**src/rtl/regfile_wr_arbiter_pkg.sv**
```systemverilog
// ============================================================================
// Module : regfile_wr_arbiter_pkg
// Brief  : Shared state encoding and regfile geometry for the write arbiter.
// Rev    : 1.0  initial release
// ============================================================================
`default_nettype none

package regfile_wr_arbiter_pkg;

  typedef enum logic [0:0] {
    NORMAL = 1'b0,
    STEAL  = 1'b1
  } arb_state_t;

  localparam int c_reg_aw    = 4;
  localparam int c_reg_width = 8;
  localparam int c_cnt_w     = 4;

endpackage

`default_nettype wire

```
**src/rtl/regfile_wr_arbiter_rr_pick.sv**
```systemverilog
// ============================================================================
// Module : rr_pick
// Brief  : Combinational rotate-priority encoder; first request at or after ptr.
// Rev    : 1.0  initial release
// ============================================================================
`default_nettype none

module rr_pick #(
  parameter int N  = 4,
  parameter int PW = (N > 1) ? $clog2(N) : 1
) (
  input  logic [N-1:0]  req,
  input  logic [PW-1:0] ptr,
  output logic          valid,
  output logic [PW-1:0] idx
);

  // Scan from farthest to nearest so the port closest to ptr is written last and wins.
  always_comb begin
    valid = 1'b0;
    idx   = '0;
    for (int k = N - 1; k >= 0; k--) begin
      if (req[(int'(ptr) + k) % N]) begin
        valid = 1'b1;
        idx   = PW'((int'(ptr) + k) % N);
      end
    end
  end

endmodule

`default_nettype wire

```
**src/rtl/regfile_wr_arbiter.sv**
```systemverilog
// ============================================================================
// Module : regfile_wr_arbiter
// Brief  : Shares the regfile write port between core writeback and NPORTS
//          input units; core first, input units round-robin with bounded stall.
// Rev    : 1.0  initial release
// ============================================================================
`default_nettype none

module regfile_wr_arbiter
  import regfile_wr_arbiter_pkg::*;
#(
  parameter int NPORTS   = 4,
  parameter int WIDTH    = c_reg_width,
  parameter int AW       = c_reg_aw,
  parameter int MAX_WAIT = 3
) (
  input  logic                    clk,
  input  logic                    reset,
  input  logic                    cpu_we,
  input  logic [AW-1:0]           cpu_wa,
  input  logic [WIDTH-1:0]        cpu_wd,
  output logic                    cpu_stall,
  input  logic [NPORTS-1:0]       io_req,
  input  logic [NPORTS*AW-1:0]    io_wa,
  input  logic [NPORTS*WIDTH-1:0] io_wd,
  output logic [NPORTS-1:0]       io_ack,
  output logic                    we3,
  output logic [AW-1:0]           wa3,
  output logic [WIDTH-1:0]        wd3,
  output logic                    grant_io
);

  localparam int PW = (NPORTS > 1) ? $clog2(NPORTS) : 1;

  arb_state_t         r_state;
  arb_state_t         w_state_nxt;
  logic [PW-1:0]      r_rr_ptr;
  logic [c_cnt_w-1:0] r_wait_cnt;

  logic               w_any_req;
  logic               w_pick_valid;
  logic [PW-1:0]      w_pick_idx;
  logic               w_io_grant;
  logic [AW-1:0]      w_io_wa;
  logic [WIDTH-1:0]   w_io_wd;
  logic [PW-1:0]      w_ptr_nxt;

  assign w_any_req = |io_req;

  rr_pick #(
    .N  (NPORTS),
    .PW (PW)
  ) u_rr_pick (
    .req   (io_req),
    .ptr   (r_rr_ptr),
    .valid (w_pick_valid),
    .idx   (w_pick_idx)
  );

  assign w_io_wa   = io_wa[w_pick_idx*AW +: AW];
  assign w_io_wd   = io_wd[w_pick_idx*WIDTH +: WIDTH];
  assign w_ptr_nxt = (w_pick_idx == PW'(NPORTS - 1)) ? '0 : w_pick_idx + 1'b1;

  always_ff @(posedge clk) begin
    if (!reset) begin
      r_state <= NORMAL;
    end else begin
      r_state <= w_state_nxt;
    end
  end

  // An io grant is withheld while reset is low so an aborted steal never acks.
  always_comb begin
    w_state_nxt = NORMAL;
    w_io_grant  = 1'b0;
    cpu_stall   = 1'b0;
    case (r_state)
      NORMAL: begin
        w_io_grant = reset && !cpu_we && w_pick_valid;
        if (w_any_req && !w_io_grant && (r_wait_cnt == c_cnt_w'(MAX_WAIT - 1))) begin
          w_state_nxt = STEAL;
        end
      end
      STEAL: begin
        w_io_grant = reset && w_pick_valid;
        cpu_stall  = w_io_grant;
      end
      default: w_state_nxt = NORMAL;
    endcase
  end

  always_comb begin
    we3      = 1'b0;
    wa3      = cpu_wa;
    wd3      = cpu_wd;
    io_ack   = '0;
    grant_io = w_io_grant;
    if (w_io_grant) begin
      // R0 is hard-wired to zero: the io write is acked but not committed.
      we3                = (w_io_wa != '0);
      wa3                = w_io_wa;
      wd3                = w_io_wd;
      io_ack[w_pick_idx] = 1'b1;
    end else if (cpu_we) begin
      we3 = 1'b1;
    end
  end

  always_ff @(posedge clk) begin
    if (!reset) begin
      r_rr_ptr   <= '0;
      r_wait_cnt <= '0;
    end else begin
      if (w_io_grant) begin
        r_rr_ptr <= w_ptr_nxt;
      end
      if (w_io_grant || !w_any_req) begin
        r_wait_cnt <= '0;
      end else if (r_wait_cnt < c_cnt_w'(MAX_WAIT)) begin
        r_wait_cnt <= r_wait_cnt + 1'b1;
      end
    end
  end

endmodule

`default_nettype wire

```
**config.mk**
```make
export PLATFORM = sky130hd
export DESIGN_NAME = regfile_wr_arbiter
export DESIGN_NICKNAME = d
export VERILOG_FILES = /design/src/rtl/regfile_wr_arbiter_pkg.sv /design/src/rtl/regfile_wr_arbiter_rr_pick.sv /design/src/rtl/regfile_wr_arbiter.sv
export SDC_FILE = /design/constraint.sdc
export NUM_CORES = 1
export LEC_CHECK = 0
export CAP_MARGIN = 20
export CORE_MARGIN = 2
export CORE_UTILIZATION = 28
export CTS_CLUSTER_SIZE = 28
export DETAILED_ROUTE_END_ITERATION = 10
export GPL_TIMING_DRIVEN = 0
export HOLD_SLACK_MARGIN = 0.08
export PLACE_DENSITY = 0.87
export SETUP_SLACK_MARGIN = 0.5
export SYNTH_ARGS = -nofsm -noshare
export SYNTH_HDL_FRONTEND = slang
export SYNTH_HIERARCHICAL = 1
export SYNTH_SLANG_ARGS = --single-unit
```
**constraint.sdc**
```tcl
create_clock -name clk -period 2.2 [get_ports clk]
set_input_delay 0.33 -clock clk [delete_from_list [all_inputs] [get_ports clk]]
set_output_delay 0.33 -clock clk [all_outputs]
set_load 0.02 [all_outputs]
```
==> qor.log <==
qor: outcome.outcome finished with violations
qor: outcome.violations negative setup slack
qor: setup_path.worst_ep_arrival_time 2420 ps
qor: yosys.post-synth-top-area-fraction 0.281
qor: global_route.grt.met3_usage 0.0793
qor: yosys.ys_warn_count 6
qor: yosys.seq_total_area_yosys 0.146
qor: setup_path.worstRegToRegCells 11
qor: placement.hpwlAfterDp 3280 µm
qor: setup_path.cp.required 1870 ps
qor: yosys.ys_async_sr_fraction 0
qor: placement.placedInstanceArea 0.00189 mm²
qor: layout.fillers 232
qor: global_route.top_usage_layer met2
qor: yosys.postSynthAreaPerCell 11.0 µm²
qor: flow_run.cap_viol_max_count 0
qor: layout.antenna-diode-count 0
qor: die.top_level_ports 86
qor: yosys.ys_types 30
qor: route.drt_iter0_markers 64
qor: setup_path.regToRegSetupSlack -10 ps
qor: global_route.grtUsageMet1 0.292
qor: layout.finalInstanceArea 0.00235 mm²
qor: route.wirelength 6150 µm
qor: yosys.yosys-top-cells-area sky130_fd_sc_hd__mux4_2, sky130_fd_sc_hd__dfxtp_1, sky130_fd_sc_hd__mux2_4
qor: sta.rel_slew_slack 0.444
qor: setup_path.regToRegStartpoint r_rr_ptr[1]
qor: yosys.synth.net_count 160
qor: pwr.power_density 383 mW/mm²
qor: yosys.synth_edf_count 0
qor: clocking.clk_latency 250 ps
qor: yosys.yosys-top-cells-count sky130_fd_sc_hd__mux4_2, sky130_fd_sc_hd__mux2_4, sky130_fd_sc_hd__dfxtp_1, sky130_fd_sc_hd__nor2_1, sky130_fd_sc_hd__ha_1
qor: global_route.overflow 0
qor: route.route.vias.total 1347
qor: clocking.cts.sinks 7
qor: global_route.grt_start_max_net_pins 11
qor: sta.setup_repair_after_global_routing_missed_its_margin true
qor: pwr.ir_worst_vdd 271 µV
qor: setup_path.worstSetupPathType reg -> out
qor: sta.tns -6440 ps
qor: min_path.hold_path_endpoint r_state
qor: global_route.grt_first_pass_wirelength 8000 µm
qor: yosys.post-synth-top-count-cell sky130_fd_sc_hd__mux4_2
qor: global_route.grt_util_all_layers 0.265
qor: min_path.hold_path_startpoint io_req[3]
qor: yosys.number_of_synthesized_register_bits 7
qor: route.drc_errors 0
qor: placement.dp.cells 218
qor: sta.skew 0.874 ps
qor: yosys.netlist_instances 87
qor: setup_path.worstPathMaxFanout 4
qor: die.placeableCoreArea 0.00331 mm²
qor: yosys.mappedNetlistArea 961 µm²
qor: sta.finalWorstPathRequiredPeriod 2750 ps
qor: route.route.detailed.vias_per_inst 5.45
qor: global_route.first_global_vias 1355
qor: placement.port-buffer-count 85
qor: global_route.initial_antenna_violation_count 0
qor: route.antenna_violating_nets_post_route 0
qor: clocking.cts-buffers-inserted 3
qor: clocking.cts.root.buffer_cell sky130_fd_sc_hd__clkbuf_4
qor: die.starting_density 0.290
qor: die.die_height 62.6 µm
qor: setup_path.end_kind primary output
qor: clocking.cts_tree built
qor: layout.number_of_nets_in_the_layout 275
qor: sta.number_of_hold_slack_violations_in_the_final_timing_report 0
qor: layout.drive_gt1_frac 0.537
qor: sta.achievable-frequency 364 MHz
qor: layout.area_growth 144%
qor: route.wire_per_inst 24.9 µm
qor: placement.gp_routability_congestion 0.794
qor: die.placement_rows 21
qor: min_path.hold_class in -> reg
qor: route.drt_pre_antenna_iters 4
qor: yosys.synth_area_leader_cell sky130_fd_sc_hd__mux4_2
qor: sta.min_period_over_period 1.25
qor: clocking.clk_transition_reported_paths 50 ps
qor: layout.final-instance-count-excl-fill 247
qor: layout.final_util 0.709
qor: pwr.cellLeakagePower 0.976 nW
qor: sta.finalSetupViolations 18
qor: clocking.clock_path_buffers 2
qor: pwr.p_total 0.000900 W
qor: yosys.ys.flop_type sky130_fd_sc_hd__dfxtp_1
qor: clocking.clock_tree.htree_level_count 1
qor: sta.timing.final.ws_setup -549 ps
qor: global_route.global_route.usage.met2 0.492
qor: die.fp.dieArea 0.00392 mm²
qor: sta.worst_pin_slew 823 ps
qor: die.fp.dieW 62.6 µm
qor: setup_path.setup.worst_path.start_class flip-flop
qor: sta.final_max_slew_viol_count 0
qor: min_path.hold-path-cell-count 3
qor: setup_path.worstReg2RegEnd r_rr_ptr[1]
registers in the layout (all words and copies together), names as in the netlist:
| signal | count |
|---|---|
| r_state | 1 |
| r_wait_cnt | 4 |
| r_rr_ptr | 2 |
routing by layer:
layer	wire [µm]	vias up
li1	-	565
met1	2180	674
met2	3050	84
met3	544	24
met4	376	0
met5	0	-
worst max-delay path, cell delays in order, from the launching register on:
cell and delay (ps):
sky130_fd_sc_hd__dfxtp_4 370, sky130_fd_sc_hd__nand2b_4 120, sky130_fd_sc_hd__a21oi_2 50, sky130_fd_sc_hd__a211oi_2 220
sky130_fd_sc_hd__buf_6 170, sky130_fd_sc_hd__buf_12 110, sky130_fd_sc_hd__mux4_2 540, sky130_fd_sc_hd__buf_4 170
sky130_fd_sc_hd__mux2_4 270, sky130_fd_sc_hd__buf_6 140
cell families after synthesis:
| group | share of synthesized area |
|---|---|
| muxes | 0.464 |
| xor gates and xnor gates | 0.00912 |
| and+or+nand+nor | 0.165 |
| buffers and inverters | 0.0612 |
| AOI/OAI and AO/OA | 0.0768 |
| adders and majority gates | 0.0781 |
| DFF | 0.146 |
cell type report:
cell class | instances | area [µm²] | area share
inverter | 5 | 18.8 | 0.00800
tap | 46 | 57.6 | 0.0245
timing repair buffer | 110 | 1130 | 0.480
multi-input combinational | 70 | 910 | 0.388
clock buffer | 4 | 26.3 | 0.0112
buffer | 5 | 61.3 | 0.0261
sequential | 7 | 146 | 0.0624
through the flow:
step,worst slack (ps),hold slack [ps]
global route,-648,514
detailed placement,-1220,488
CTS,-559,493
floorplan,-45.0,454
global placement,-1180,477
finish,-549,498
power by group:
part | total [W] | switching (W) | leakage (nW) | internal [W]
Clock | 0.000113 | 0.0000443 | 0.0150 | 0.0000690
Combinational | 0.000642 | 0.000252 | 0.902 | 0.000391
Sequential | 0.000144 | 0.00000858 | 0.0587 | 0.000135
worst max-delay path by stage:
| stage | start | endpoint | slack, ps | depth (start not counted) |
|---|---|---|---|---|
| 2_1_floorplan | r_rr_ptr[1] | we3 | -40 | 7 |
| 3_3_place_gp | io_req[3] | we3 | -1180 | 8 |
| 5_1_grt | r_rr_ptr[1] | we3 | -650 | 9 |
| 6_report | r_rr_ptr[1] | wa3[2] | -550 | 9 |
| 3_5_place_dp | io_req[3] | wd3[0] | -1220 | 8 |
| 4_1_cts | r_rr_ptr[1] | we3 | -560 | 9 |
layout by cell type (no fill, tap or decap), types with 4 or more instances in the layout:
| cell type | count |
|---|---|
| sky130_fd_sc_hd__mux2_4 | 12 |
| sky130_fd_sc_hd__buf_12 | 4 |
| sky130_fd_sc_hd__buf_4 | 16 |
| sky130_fd_sc_hd__dfxtp_1 | 4 |
| sky130_fd_sc_hd__clkdlybuf4s50_1 | 60 |
| sky130_fd_sc_hd__buf_6 | 27 |
| sky130_fd_sc_hd__inv_1 | 4 |
| sky130_fd_sc_hd__mux4_2 | 12 |
timing repair:
item                                    4_1_cts  5_1_grt
resized for setup                           146       33
hold buffers                                  0        0
gates cloned                                  1        0
endpoints found under the setup margin       22       20
pin swaps                                    10        7
setup buffers                                18        6
Note: power is estimated with default switching activity, not from simulation.
